**src/rtl/microcode_pkg.sv**
```systemverilog
// Shared encodings and the default microcode image (standard MIPS multicycle flow)
// for the microprogrammed sequencer.
package microcode_pkg;

  typedef enum logic [1:0] {
    AC_FETCH = 2'b00,
    AC_DISP1 = 2'b01,
    AC_DISP2 = 2'b10,
    AC_SEQ   = 2'b11
  } addrctl_e;

  typedef enum logic [1:0] {
    PS_STORE = 2'b00,
    PS_DISP1 = 2'b01,
    PS_DISP2 = 2'b10,
    PS_RSVD  = 2'b11
  } progsel_e;

  localparam int unsigned FETCH   = 0;
  localparam int unsigned DECODE  = 1;
  localparam int unsigned MEMADR  = 2;
  localparam int unsigned MEMRD   = 3;
  localparam int unsigned MEMWB   = 4;
  localparam int unsigned MEMWR   = 5;
  localparam int unsigned RTYPEEX = 6;
  localparam int unsigned RTYPEWB = 7;
  localparam int unsigned BEQEX   = 8;
  localparam int unsigned JEX     = 9;

  // ctrl bit order, MSB first: pcwrite, branch, iord, memwrite, irwrite, memtoreg,
  // regwrite, alusrca, alusrcb[1:0], pcsrc[1:0], aluop[1:0], regdst
  function automatic logic [14:0] default_ctrl(input int unsigned a);
    logic [14:0] c;
    case (a)
      FETCH:   c = 15'h4420;
      DECODE:  c = 15'h0060;
      MEMADR:  c = 15'h00C0;
      MEMRD:   c = 15'h1000;
      MEMWB:   c = 15'h0300;
      MEMWR:   c = 15'h1800;
      RTYPEEX: c = 15'h0084;
      RTYPEWB: c = 15'h0101;
      BEQEX:   c = 15'h208A;
      JEX:     c = 15'h4010;
      default: c = '0;
    endcase
    return c;
  endfunction

  function automatic addrctl_e default_ac(input int unsigned a);
    addrctl_e ac;
    case (a)
      FETCH, MEMRD, RTYPEEX: ac = AC_SEQ;
      DECODE:                ac = AC_DISP1;
      MEMADR:                ac = AC_DISP2;
      default:               ac = AC_FETCH;
    endcase
    return ac;
  endfunction

  // Returns {valid, uaddr[3:0]}
  function automatic logic [4:0] default_disp(input bit second, input int unsigned op);
    logic [4:0] e;
    e = '0;
    if (!second) begin
      case (op)
        'h00:       e = {1'b1, 4'(RTYPEEX)};
        'h23, 'h2B: e = {1'b1, 4'(MEMADR)};
        'h04:       e = {1'b1, 4'(BEQEX)};
        'h02:       e = {1'b1, 4'(JEX)};
        default:    e = '0;
      endcase
    end else begin
      case (op)
        'h23:    e = {1'b1, 4'(MEMRD)};
        'h2B:    e = {1'b1, 4'(MEMWR)};
        default: e = '0;
      endcase
    end
    return e;
  endfunction

endpackage

```
**src/rtl/microcode_sequencer_dispatch.sv**
```systemverilog
// Opcode dispatch table: writable register array, synchronous write, combinational read.
// Contents power up from the package default image and are never reset.
module dispatch_table
  import microcode_pkg::*;
#(
  parameter int unsigned OPCODE_W = 6,
  parameter int unsigned UADDR_W  = 4,
  parameter bit          SECOND   = 1'b0
) (
  input  logic                clk_i,
  input  logic                we_i,
  input  logic [OPCODE_W-1:0] waddr_i,
  input  logic [UADDR_W:0]    wdata_i,
  input  logic [OPCODE_W-1:0] raddr_i,
  output logic                valid_o,
  output logic [UADDR_W-1:0]  uaddr_o
);

  localparam int unsigned DEPTH = 2 ** OPCODE_W;

  typedef logic [UADDR_W:0] entry_t;
  typedef entry_t image_t [DEPTH];

  function automatic image_t default_image();
    image_t     img;
    logic [4:0] e;
    for (int unsigned i = 0; i < DEPTH; i++) begin
      e      = default_disp(SECOND, i);
      img[i] = {e[4], UADDR_W'(e[3:0])};
    end
    return img;
  endfunction

  image_t mem_q = default_image();

  always_ff @(posedge clk_i) begin
    if (we_i) mem_q[waddr_i] <= wdata_i;
  end

  assign {valid_o, uaddr_o} = mem_q[raddr_i];

endmodule

```
**src/rtl/microcode_sequencer.sv**
```systemverilog
// Microprogrammed control unit: registered micro-PC into a writable control store,
// with fetch / two-level opcode dispatch / sequential next-address selection.
module microcode_sequencer
  import microcode_pkg::*;
#(
  parameter int unsigned UADDR_W   = 4,
  parameter int unsigned CTRL_W    = 15,
  parameter int unsigned OPCODE_W  = 6,
  parameter int unsigned TRAP_ADDR = 15,
  localparam int unsigned PA_W     = (UADDR_W > OPCODE_W) ? UADDR_W : OPCODE_W
) (
  input  logic                clk,
  input  logic                reset,
  input  logic                stall,
  input  logic [OPCODE_W-1:0] opcode,
  input  logic                prog_we,
  input  logic [1:0]          prog_sel,
  input  logic [PA_W-1:0]     prog_addr,
  input  logic [CTRL_W+1:0]   prog_data,
  output logic [CTRL_W-1:0]   ctrl,
  output logic [UADDR_W-1:0]  upc,
  output logic                uerror
);

  localparam int unsigned DEPTH = 2 ** UADDR_W;

  typedef logic [CTRL_W+1:0] word_t;
  typedef word_t store_t [DEPTH];

  function automatic store_t default_store();
    store_t img;
    for (int unsigned i = 0; i < DEPTH; i++) begin
      img[i] = {CTRL_W'(default_ctrl(i)), default_ac(i)};
    end
    return img;
  endfunction

  store_t               store_q = default_store();
  logic [UADDR_W-1:0]   upc_q, upc_d;
  logic                 uerr_q, uerr_d;
  word_t                word_cur;
  addrctl_e             ac;
  progsel_e             sel;
  logic                 store_we, d1_we, d2_we;
  logic                 d1_valid, d2_valid;
  logic [UADDR_W-1:0]   d1_uaddr, d2_uaddr;

  assign sel      = progsel_e'(prog_sel);
  assign store_we = prog_we && (sel == PS_STORE);
  assign d1_we    = prog_we && (sel == PS_DISP1);
  assign d2_we    = prog_we && (sel == PS_DISP2);

  dispatch_table #(
    .OPCODE_W (OPCODE_W),
    .UADDR_W  (UADDR_W),
    .SECOND   (1'b0)
  ) u_disp1 (
    .clk_i   (clk),
    .we_i    (d1_we),
    .waddr_i (prog_addr[OPCODE_W-1:0]),
    .wdata_i (prog_data[UADDR_W:0]),
    .raddr_i (opcode),
    .valid_o (d1_valid),
    .uaddr_o (d1_uaddr)
  );

  dispatch_table #(
    .OPCODE_W (OPCODE_W),
    .UADDR_W  (UADDR_W),
    .SECOND   (1'b1)
  ) u_disp2 (
    .clk_i   (clk),
    .we_i    (d2_we),
    .waddr_i (prog_addr[OPCODE_W-1:0]),
    .wdata_i (prog_data[UADDR_W:0]),
    .raddr_i (opcode),
    .valid_o (d2_valid),
    .uaddr_o (d2_uaddr)
  );

  // Store is deliberately outside the reset domain so loaded microcode survives reset.
  always_ff @(posedge clk) begin
    if (store_we) store_q[prog_addr[UADDR_W-1:0]] <= prog_data;
  end

  assign word_cur = store_q[upc_q];
  assign ac       = addrctl_e'(word_cur[1:0]);

  always_comb begin
    upc_d  = upc_q;
    uerr_d = uerr_q;
    if (!stall) begin
      case (ac)
        AC_FETCH: upc_d = '0;
        AC_DISP1: begin
          if (d1_valid) begin
            upc_d = d1_uaddr;
          end else begin
            upc_d  = UADDR_W'(TRAP_ADDR);
            uerr_d = 1'b1;
          end
        end
        AC_DISP2: begin
          if (d2_valid) begin
            upc_d = d2_uaddr;
          end else begin
            upc_d  = UADDR_W'(TRAP_ADDR);
            uerr_d = 1'b1;
          end
        end
        AC_SEQ:   upc_d = upc_q + 1'b1;
        default:  upc_d = upc_q;
      endcase
    end
  end

  always_ff @(posedge clk or posedge reset) begin
    if (reset) begin
      upc_q  <= '0;
      uerr_q <= 1'b0;
    end else begin
      upc_q  <= upc_d;
      uerr_q <= uerr_d;
    end
  end

  assign ctrl   = word_cur[CTRL_W+1:2];
  assign upc    = upc_q;
  assign uerror = uerr_q;

endmodule

```
**config.mk**
```make
export PLATFORM = sky130hd
export DESIGN_NAME = microcode_sequencer
export DESIGN_NICKNAME = d
export VERILOG_FILES = /design/src/rtl/microcode_pkg.sv /design/src/rtl/microcode_sequencer_dispatch.sv /design/src/rtl/microcode_sequencer.sv
export SDC_FILE = /design/constraint.sdc
export NUM_CORES = 1
export LEC_CHECK = 0
export ABC_CLOCK_PERIOD_IN_PS = 7800
export CORE_MARGIN = 4
export CORE_UTILIZATION = 35
export CTS_BUF_LIST = sky130_fd_sc_hd__clkbuf_16
export CTS_CLUSTER_SIZE = 16
export DETAILED_ROUTE_END_ITERATION = 10
export DONT_BUFFER_PORTS = 1
export REMOVE_ABC_BUFFERS = 1
export SETUP_SLACK_MARGIN = 0.1
export SYNTH_ARGS = -nofsm -noshare
export SYNTH_HDL_FRONTEND = slang
export SYNTH_SLANG_ARGS = --single-unit
```
**constraint.sdc**
```tcl
create_clock -name clk -period 7.8 [get_ports clk]
set_input_delay 1.56 -clock clk [delete_from_list [all_inputs] [get_ports clk]]
set_output_delay 1.56 -clock clk [all_outputs]
set_load 0.005 [all_outputs]
```
==> impl_metrics.csv, run 1 <==
group,metric,value,unit
run_status,status,"finished, final reports clean",
die,core_area,101700,µm²
synthesis,synth_edf_count,912,
clock_tree,clk_path_buf_depth,3,
detailed_routing,drtIter0Drc,1584,
die,fp.dieW,327.9,µm
detailed_routing,vias,16331,
final_layout,fin_nets,1688,
final_layout,stdcell_area,39930,µm²
synthesis,netlist_instances,1634,
pwr,p_leak,12.01,nW
grt,track_usage,0.1469,
timing,tightestPinTransition,1.148,ns
final_layout,area_growth,11.51,%
worst_setup_path,critical_path_class,"flip-flop to output port",
timing,relSlewSlack,0.2350,
pwr,switching_power,2.393,mW
clock_tree,clk_latency,0.66,ns
die,dieArea,107500,µm²
detailed_routing,firstDrtPassIters,6,
timing,max_freq,199.9,MHz
final_layout,fin_util,0.3925,
worst_setup_path,cp-end-kind,"output port",
clock_tree,cts_hold_buf,0,
pwr,switching_share,0.2238,
worst_setup_path,ff2ff_setup_slack,4.10,ns
worst_hold_path,hold_path_class,"flip-flop to flip-flop",
synthesis,synthTopCellsByArea,"edfxtp_1, mux4_2, nor2_1, mux2i_1, buf_6",
final_layout,final_layout_size_suffix_gt1_frac,0.2455,
pwr,clock_power_share,0.381,
pwr,p_int,8.301,mW
synthesis,syn_area,35810,µm²
clock_tree,h-tree-depth,3,
worst_setup_path,endpoint,"ctrl[0]",
worst_setup_path,cp_max_fo,47,
timing,skew,0.02756,ns
pwr,finalPower,10.69,mW
job,maxCapViolCount,0,
worst_setup_path,crit_start,"upc[0]",
detailed_routing,routedWlPerCell,25.69,µm
pwr,ir_drop,0.1676,mV
grt,grt_pass1_wl,117000,µm
pwr,p_comb_frac,0.094,
grt,grt_overflow_total,0,
grt,antenna_found_initial,1,
detailed_routing,via_per_inst,5.290,
clock_tree,cts_sinks,917,
worst_setup_path,worstReg2RegEnd,"upc[2]",
timing,rsz0062_at_grt,"false",
synthesis,yosysUniqueCellTypes,54,
synthesis,ys_ff_latch,917,
timing,finalSetupTns,0,ns
synthesis,ys_seq_area_frac,0.7683,
detailed_routing,antenna_left,0,
grt,grt_max_degree,158,
die,io_pins,55,
detailed_routing,wirelength,79310,µm
placed_design,numPortBuffers,0,
clock_tree,numCtsBuffers,89,
timing,fin_crit,5.002,ns
die,die_h,327.9,µm
timing,setup_viol,0,
synthesis,ys.flop_type,"edfxtp_1",
worst_setup_path,setup.worst_path.start_class,"flip-flop",
clock_tree,clkSlewWorstSetupHoldPaths,0.06,ns
pwr,power-per-cell-area,267.8,nW/µm²
synthesis,yosysWarnings,0,
clock_tree,cts_root_buffer,"clkbuf_16",
die,initial_core_util,0.3520,
worst_setup_path,arrival,3.44,ns
detailed_routing,route.detailed.drc,0,
placed_design,placed_area,37180,µm²
worst_setup_path,worstReg2RegStart,"upc[0]",
worst_setup_path,critical_path_required,6.24,ns
placed_design,dp_hpwl,44940,µm
clock_tree,cts_setup_buffers,0,
synthesis,synth_top_area_cell,"edfxtp_1",
timing,hold_violations,0,
grt,grt_pass1_vias,17027,
die,rows,117,
synthesis,synth_top_area_share,0.7648,
worst_hold_path,holdPathStages,2,
synthesis,syn_avg_cell_area,21.92,µm²
pwr,pwr-share-seq,0.525,
worst_setup_path,r2r_cells,6,
synthesis,async_flop_share,0.005453,
clock_tree,cts_tree,"done",
timing,slew_viol_final,0,
placed_design,place_congestion,0.8162,
clock_tree,ctsResizeCount,0,
timing,min_period_over_period,0.6413,
final_layout,antenna_cells,0,
## metrics by stage
| step | cells | hold slack, ns | setup WS [ns] |
|---|---|---|---|
| floorplan | 1543 | 0.4631 | 2.328 |
| global placement | 2929 | 0.6351 | 3.417 |
| detailed placement | 2929 | 0.6291 | 3.388 |
| CTS | 3087 | 0.6528 | 2.695 |
| global route | 3087 | 0.6978 | 2.549 |
| finish | 3087 | 0.6555 | 2.798 |
## worst min-delay path by stage
stage / end / start / slack [ns]
2_1_floorplan: uerror / uerror / 0.46
5_1_grt: uerror / uerror / 0.70
3_5_place_dp: uerror / uerror / 0.63
4_1_cts: uerror / uerror / 0.65
3_3_place_gp: uerror / uerror / 0.64
6_report: uerror / uerror / 0.66
## sequential cells by signal, summed over array words and instances, names as in the netlist
signal	flops
u_disp1.mem_q	320
u_disp2.mem_q	320
store_q	272
upc	4
uerror	1
## power groups by stage
stage | sequential (mW) | clock (mW) | combinational [mW]
2_1_floorplan | 5.72 | 0 | 0.763
3_3_place_gp | 5.72 | 0 | 1.00
3_5_place_dp | 5.72 | 0 | 1.01
4_1_cts | 5.62 | 4.16 | 1.01
5_1_grt | 5.63 | 4.38 | 1.06
6_report | 5.62 | 4.07 | 1.00
## kinds of logic (layout without fill, tap and decap cells)
family,after synthesis,after routing,synth area share
flip-flops,917,917,0.7683
AND/OR/NAND/NOR,241,241,0.02771
AO/OA/AOI/OAI,77,77,0.01628
multiplexers,294,294,0.1708
buffers and inverters,102,187,0.01614
adder cells (fa/ha/maj),1,1,0.0003494
XOR/XNOR,2,2,0.0004893
## cells in the mapped netlist, types with 2 or more instances
library cell,number
clkbuf_1,34
and2_1,2
inv_2,2
o22ai_1,5
buf_1,6
a22oi_1,17
o21ai_0,6
buf_2,26
inv_1,6
nand3_1,19
nand4_1,3
nor2b_1,9
a221oi_1,3
a32o_1,2
mux4_2,253
mux2i_1,36
buf_4,10
nand2_1,35
mux2_2,5
a221o_1,3
a221oi_2,2
edfxtp_1,912
buf_6,13
o22a_1,3
o211ai_1,4
clkinv_1,3
dfrtp_1,5
a21oi_1,19
nor3_1,5
nor2_1,162
## routing by layer
| layer | track usage | wire length (µm) |
|---|---|---|
| met4 | 0.03736 | 1621 |
| met1 | 0.1971 | 32490 |
| met3 | 0.03989 | 6478 |
| met2 | 0.2388 | 38720 |
| met5 | 0 | 0 |
## worst max-delay path, stage by stage, from the launching register on
cell and delay (ns):
dfrtp_4 0.76, buf_4 0.83, mux4_2 0.59, mux4_2 0.56
## cell type report
| class | count | area [µm²] |
|---|---|---|
| sequential | 917 | 27520 |
| inverter | 11 | 41.29 |
| timing repair buffer | 18 | 135.1 |
| multi-input combinational | 615 | 7770 |
| tap | 1368 | 1712 |
| clock buffer | 92 | 2302 |
| clock inverter | 66 | 450.4 |
| fill | 8994 | 61810 |
## cell usage in the layout (no fill, tap or decap), types with 3 or more instances in the layout
master      instances
a21oi_1            19
a221o_1             3
a221oi_1            3
a22oi_1            17
buf_4              18
bufinv_16           4
clkbuf_16          92
clkinv_1           31
clkinv_2           10
clkinvlp_4          3
edfxtp_1          912
inv_1              20
mux2_2              5
mux2i_1            36
mux4_2            253
nand2_1            35
nand3_1            19
nand4_1             3
nor2_1            146
nor2_2             14
nor2b_1             9
nor3_1              5
o211ai_1            4
o21ai_0             6
o22a_1              3
o22ai_1             5
No activity file was read; power rests on OpenSTA's default activity.
==> run 2, diff against run 1 <==
--- a/config.mk
+++ b/config.mk
@@ -5,7 +5,8 @@
 export SDC_FILE = /design/constraint.sdc
 export NUM_CORES = 1
 export LEC_CHECK = 0
-export ABC_CLOCK_PERIOD_IN_PS = 7800
+export ABC_AREA = 1
+export ABC_CLOCK_PERIOD_IN_PS = 4900
 export CORE_MARGIN = 4
 export CORE_UTILIZATION = 35
 export CTS_BUF_LIST = sky130_fd_sc_hd__clkbuf_16
==> constraint.sdc (replaced) <==
create_clock -name clk -period 4.9 [get_ports clk]
set_input_delay 0.98 -clock clk [delete_from_list [all_inputs] [get_ports clk]]
set_output_delay 0.98 -clock clk [all_outputs]
set_load 0.005 [all_outputs]
==> run 2 against run 1 <==
  * Worst hold slack got worse by 0.54 ns
  * Largest power group unchanged
  * Combinational power rose to 2.5 times the previous value
  * Die area rose by 5.2%
  * Synthesized cell count rose by 96%
  * Routed wire length rose by 23%
  * Flip-flop and latch count did not move
  * Sequential power rose by 55%
  * Sequential share of layout area fell by 3.2 points
  * Via count rose by 48%
  * Critical endpoint is now ctrl[11]
  * Utilization fell by 0.14 points
  * Clock skew rose by 0.010 ns
==> impl_metrics.csv, run 2 <==
group,metric,value,unit
run_status,status,"finished, final reports clean",
worst_setup_path,crit_cells,6,
grt,grt_pass1_wl,148000,µm
final_layout,antenna_cells,0,
die,core_area,107100,µm²
final_layout,instances_no_fill,4605,
clock_tree,ctsResizeCount,0,
synthesis,yosysWarnings,0,
die,initial_core_util,0.3525,
final_layout,final_common_cell,"nand2_1",
final_layout,fin_nets,3163,
placed_design,placed_area,38890,µm²
worst_setup_path,critical_path_class,"flip-flop to output port",
grt,grt_pass1_vias,23371,
synthesis,syn_area,37740,µm²
synthesis,synthTopCellsByArea,"edfxtp_1, nand2_1, nand3_1, nor2_1, o21ai_0",
worst_setup_path,setup.worst_path.start_class,"flip-flop",
placed_design,placedCellCount,4434,
worst_setup_path,cp_top_family,"buffers and inverters",
worst_hold_path,hold_path_class,"primary input to asynchronous set/reset pin",
grt,antenna_found_initial,0,
timing,relSlewSlack,0.1936,
timing,setup_viol,0,
detailed_routing,drtIter0Drc,2442,
clock_tree,h-tree-depth,3,
synthesis,synth.most_common_cell,"nand2_1",
clock_tree,cts_root_buffer,"clkbuf_16",
die,dieArea,113100,µm²
die,die_h,336.4,µm
worst_setup_path,cp-end-kind,"output port",
worst_setup_path,r2r_cells,14,
synthesis,synth_edf_count,912,
worst_setup_path,arrival,2.72,ns
placed_design,place_congestion,0.8278,
pwr,ir_drop,0.2811,mV
grt,track_usage,0.1712,
job,maxCapViolCount,0,
detailed_routing,via_per_inst,5.251,
final_layout,area_growth,10.95,%
detailed_routing,wirelength,97790,µm
worst_setup_path,path_buf_inv,2,
detailed_routing,vias,24181,
clock_tree,cts_hold_buf,0,
clock_tree,clk_latency,0.67,ns
synthesis,syn_avg_cell_area,11.79,µm²
synthesis,synth_common_cells,"nand2_1, edfxtp_1, nand3_1",
worst_setup_path,worstReg2RegEnd,"upc[3]",
timing,tightestPinTransition,1.208,ns
worst_setup_path,critPathMaxStageDelay,0.50,ns
synthesis,synth_top_area_cell,"edfxtp_1",
detailed_routing,routedWlPerCell,21.24,µm
detailed_routing,route.detailed.drc,0,
synthesis,ys_ff_latch,917,
clock_tree,cts_tree,"done",
grt,grt_max_degree,322,
die,rows,120,
synthesis,async_flop_share,0.005453,
clock_tree,cts_setup_buffers,0,
worst_setup_path,ff2ff_setup_slack,2.24,ns
clock_tree,clk_path_buf_depth,3,
worst_setup_path,path_cells,"inv_4 -> buf_4 -> o21ai_0 -> o221ai_1 -> nand3_1 -> nand2_1",
timing,fin_crit,3.697,ns
timing,hold_violations,0,
worst_setup_path,cp_max_fo,57,
worst_setup_path,worstReg2RegStart,"upc[1]",
placed_design,numPortBuffers,0,
detailed_routing,firstDrtPassIters,6,
worst_setup_path,endpoint,"ctrl[11]",
timing,min_period_over_period,0.7546,
worst_setup_path,crit_start,"upc[0]",
detailed_routing,antenna_left,0,
final_layout,final_layout_size_suffix_gt1_frac,0.06590,
clock_tree,cts_sinks,917,
synthesis,ys.flop_type,"edfxtp_1",
die,fp.dieW,336.4,µm
timing,rsz0062_at_grt,"false",
pwr,power-per-cell-area,432.9,nW/µm²
clock_tree,clkSlewWorstSetupHoldPaths,0.07,ns
timing,skew,0.03796,ns
synthesis,ys_seq_area_frac,0.7290,
synthesis,yosysUniqueCellTypes,29,
grt,grt_overflow_total,0,
timing,slew_viol_final,0,
synthesis,netlist_instances,3202,
placed_design,dp_hpwl,52340,µm
clock_tree,numCtsBuffers,94,
synthesis,synth_top_area_share,0.7257,
final_layout,stdcell_area,41870,µm²
worst_setup_path,crit_path_top_delay_cell,"dfrtp_4",
timing,max_freq,270.5,MHz
pwr,p_leak,14.16,nW
worst_setup_path,critical_path_required,3.92,ns
final_layout,layout_common_cells,"nand2_1, edfxtp_1, nand3_1",
die,io_pins,55,
==> run 2: worst min-delay path by stage <==
stage,start,endpoint
after detailed placement,uerror,uerror
after global routing,reset,upc[0]
final,reset,upc[0]
after floorplan,uerror,uerror
after global placement,uerror,uerror
after CTS,reset,upc[0]
==> run 2: cell type report <==
class / instances / area [µm²]
fill: 10106 / 65180
sequential: 917 / 27520
multi-input combinational: 2044 / 9121
clock buffer: 96 / 2402
tap: 1403 / 1755
clock inverter: 75 / 571.8
timing repair buffer: 40 / 375.4
inverter: 30 / 125.1
==> run 2: where the power goes <==
part / leakage [nW] / internal, mW / total (mW) / switching, mW
sequential: 8.25 / 8.67 / 8.70 / 0.0270
combinational: 4.39 / 0.719 / 2.54 / 1.82
clock: 1.51 / 3.84 / 6.88 / 3.04
total: 14.2 / 13.2 / 18.1 / 4.89
==> run 2: kinds of logic (layout without fill, tap and decap cells) <==
family | after synthesis | after routing | share of synthesized area
simple gates | 1801 | 1801 | 0.1989
fa+ha+maj | 1 | 1 | 0.0003315
compound gates | 240 | 240 | 0.03820
buf+inv | 241 | 241 | 0.03302
xor+xnor | 2 | 2 | 0.0004643
flops | 917 | 917 | 0.7290
==> run 2: per-layer routing <==
layer / global-route usage / vias to the layer above / share of wire
li1: - / 11236 / -
met1: 0.2368 / 11822 / 0.43
met2: 0.2674 / 955 / 0.46
met3: 0.04052 / 168 / 0.087
met4: 0.05554 / 0 / 0.028
met5: 0 / - / 0
==> run 2: metrics by stage <==
stage / hold slack (ns) / TNS (ns) / total power [mW] / worst slack (ns) / util
2_1_floorplan: 0.4510 / -6.019 / 10.50 / -0.4033 / -
3_3_place_gp: 0.6600 / 0 / 11.38 / 1.425 / 0.3633
3_5_place_dp: 0.6918 / 0 / 11.39 / 1.499 / 0.3633
4_1_cts: 0.07178 / 0 / 18.23 / 1.173 / 0.3911
5_1_grt: 0.1049 / 0 / 18.85 / 1.052 / 0.3911
6_report: 0.1106 / 0 / 18.13 / 1.203 / 0.3911
==> run 3, diff against run 2 <==
--- a/config.mk
+++ b/config.mk
@@ -5,8 +5,8 @@
 export SDC_FILE = /design/constraint.sdc
 export NUM_CORES = 1
 export LEC_CHECK = 0
-export ABC_AREA = 1
-export ABC_CLOCK_PERIOD_IN_PS = 4900
+export ABC_AREA = 0
+export ABC_CLOCK_PERIOD_IN_PS = 3400
 export CORE_MARGIN = 4
 export CORE_UTILIZATION = 35
 export CTS_BUF_LIST = sky130_fd_sc_hd__clkbuf_16
==> constraint.sdc (replaced) <==
create_clock -name clk -period 3.4 [get_ports clk]
set_input_delay 0.68 -clock clk [delete_from_list [all_inputs] [get_ports clk]]
set_output_delay 0.68 -clock clk [all_outputs]
set_load 0.005 [all_outputs]
==> run 3 against run 2 <==
  * Count of clock-buffer cells in the layout fell by 4
  * First-iteration DRC count is 21% lower
  * Critical path depth fell by 3
  * Global-route usage down 1.8 points
  * Flip-flop and latch count stayed put
  * Non-clock buffer count up 10
  * Highest routed layer unchanged
  * Cell count decreased by 32%
  * Critical path type unchanged
  * Power is 38% higher
  * Setup slack worse by 1.0 ns
  * Sequential share of layout area rose by 2.4 points
==> impl_metrics.csv, run 3 (synthesized netlist as in run 1, its figures left out) <==
group,metric,value,unit
detailed_routing,routedWlPerCell,26.40,µm
grt,track_usage,0.1531,
worst_setup_path,cp_max_fo,28,
worst_hold_path,min_from,"prog_data[9]",
worst_setup_path,arrival,2.55,ns
timing,setup_viol,0,
worst_setup_path,cp-end-kind,"output port",
timing,slew_viol_final,0,
final_layout,final_common_cell,"edfxtp_1",
detailed_routing,wirelength,82500,µm
grt,grt_overflow_total,0,
timing,fin_crit,3.230,ns
pwr,p_comb_frac,0.106,
timing,finalSetupTns,0,ns
clock_tree,clk_path_buf_depth,3,
timing,hold_violations,0,
pwr,clock_power_share,0.387,
pwr,switching_power,5.573,mW
pwr,power-per-cell-area,621.4,nW/µm²
clock_tree,h-tree-depth,3,
final_layout,multi_input_comb_area,7760,µm²
job,maxCapViolCount,0,
clock_tree,numCtsBuffers,89,
timing,skew,0.01987,ns
worst_setup_path,critPathMaxStageDelay,0.57,ns
grt,grt_pass1_vias,17439,
die,fp.dieW,327.9,µm
worst_setup_path,critical_path_class,"flip-flop to output port",
pwr,p_int,19.52,mW
detailed_routing,firstDrtPassIters,6,
clock_tree,clk_latency,0.66,ns
grt,antenna_found_initial,4,
final_layout,seqCellArea,27520,µm²
pwr,pwr-share-seq,0.508,
final_layout,fillers,8961,
final_layout,fin_nets,1720,
worst_setup_path,critical_path_required,2.72,ns
clock_tree,cts_root_buffer,"clkbuf_16",
worst_setup_path,cpMostUsedCell,"mux4_2",
detailed_routing,route.detailed.drc,0,
timing,rsz0062_at_grt,"true",
pwr,switching_share,0.2221,
worst_setup_path,path_cells,"buf_16 -> mux4_2 -> mux4_2",
timing,max_freq,309.6,MHz
grt,grt_pass1_wl,120900,µm
die,initial_core_util,0.3520,
die,die_h,327.9,µm
die,dieArea,107500,µm²
placed_design,dp_hpwl,47010,µm
pwr,p_leak,12.28,nW
pwr,finalPower,25.09,mW
detailed_routing,vias,16789,
worst_hold_path,hold_path_class,"primary input to flip-flop",
detailed_routing,antenna_left,0,
die,io_pins,55,
die,rows,117,
detailed_routing,drtIter0Drc,1919,
placed_design,place_congestion,0.8203,
grt,grt_max_degree,158,
final_layout,stdcell_area,40380,µm²
pwr,ir_drop,0.4609,mV
run_status,status,"finished, final reports clean",
final_layout,final_layout_size_suffix_gt1_frac,0.2631,
worst_setup_path,setup.worst_path.start_class,"flip-flop",
clock_tree,clkSlewWorstSetupHoldPaths,0.06,ns
timing,whs,0.1227,ns
clock_tree,cts_tree,"done",
detailed_routing,via_per_inst,5.372,
timing,tightestPinTransition,0.8975,ns
placed_design,numPortBuffers,0,
worst_setup_path,crit_start,"upc[0]",
timing,min_period_over_period,0.9500,
die,core_area,101700,µm²
timing,relSlewSlack,0.4002,
worst_setup_path,crit_path_top_delay_cell,"dfrtp_4",
final_layout,layout_common_cells,"edfxtp_1, mux4_2, nor2_1",
clock_tree,cts_sinks,917,
final_layout,area_growth,12.77,%
placed_design,placed_area,37390,µm²
worst_setup_path,worstReg2RegStart,"upc[0]",
## run 3: changes by cell type in the layout (fill, tap and decap cells not counted), sizes merged, moves of 20 or more
cell,before,now
o221ai,38,0
nor2,281,162
nand2,941,35
o211ai,27,5
mux4,0,253
mux2i,0,36
inv,48,28
nand3,542,19
o21ai,139,7
nor3,33,5
## run 3: power groups by stage
stage          registers, mW  logic (mW)  clock network (mW)
3_5_place_dp            13.1        2.41                   0
3_3_place_gp            13.1        2.37                   0
2_1_floorplan           13.1        1.75                   0
4_1_cts                 12.7        2.66                9.89
5_1_grt                 12.7        2.82                10.4
6_report                12.7        2.65                9.71
## run 3: cell type report
type | instances | area share
Clock inverter | 71 | 0.01435
Timing Repair Buffer | 50 | 0.01150
Clock buffer | 92 | 0.05701
Multi-Input combinational cell | 615 | 0.1922
Sequential cell | 917 | 0.6815
Tap cell | 1368 | 0.04239
Inverter | 11 | 0.001022
Antenna cell | 1 | 0.00006197
## run 3: final timing paths
kind,endpoint,slack [ns],cells after the start
worst max-delay path,ctrl[8],0.17,3
worst min-delay path,store_q[8][9],0.12,0
worst max register to register,upc[2],0.64,6
worst min register to register,uerror,0.68,2
max in group asynchronous,upc[0],2.70,2
min in group asynchronous,uerror,0.48,2
## run 3: repair_timing
item | in CTS | in global routing
setup endpoints to repair | 15 | 6
hold endpoints to repair | 5 | 0
gates resized for setup | 2 | 0
setup buffers | 3 | 4
hold buffers | 1 | 0
## run 3: worst max-delay path, delay by kind of cell (launching register included)
family | cells | cell delay (ns)
flops | 1 | 0.57
mux | 2 | 1.06
buf+inv | 1 | 0.26
## run 3: per-layer routing
layer  vias up  global-route usage  wire [µm]
li1       6942                   -          -
met2       679              0.2445      39670
met1      9032              0.2122      34190
met4         0             0.04485       2136
met5         -                   0          0
met3       136             0.03355       6505
## run 3: stage by stage
| stage | utilization | instances | worst slack [ns] |
|---|---|---|---|
| floorplan | - | 1543 | -1.310 |
| global placement | 0.3675 | 2953 | 0.4263 |
| detailed placement | 0.3675 | 2953 | 0.3960 |
| CTS | 0.3966 | 3120 | 0.09060 |
| global route | 0.3969 | 3124 | 0.06224 |
| finish | 0.3969 | 3125 | 0.1701 |
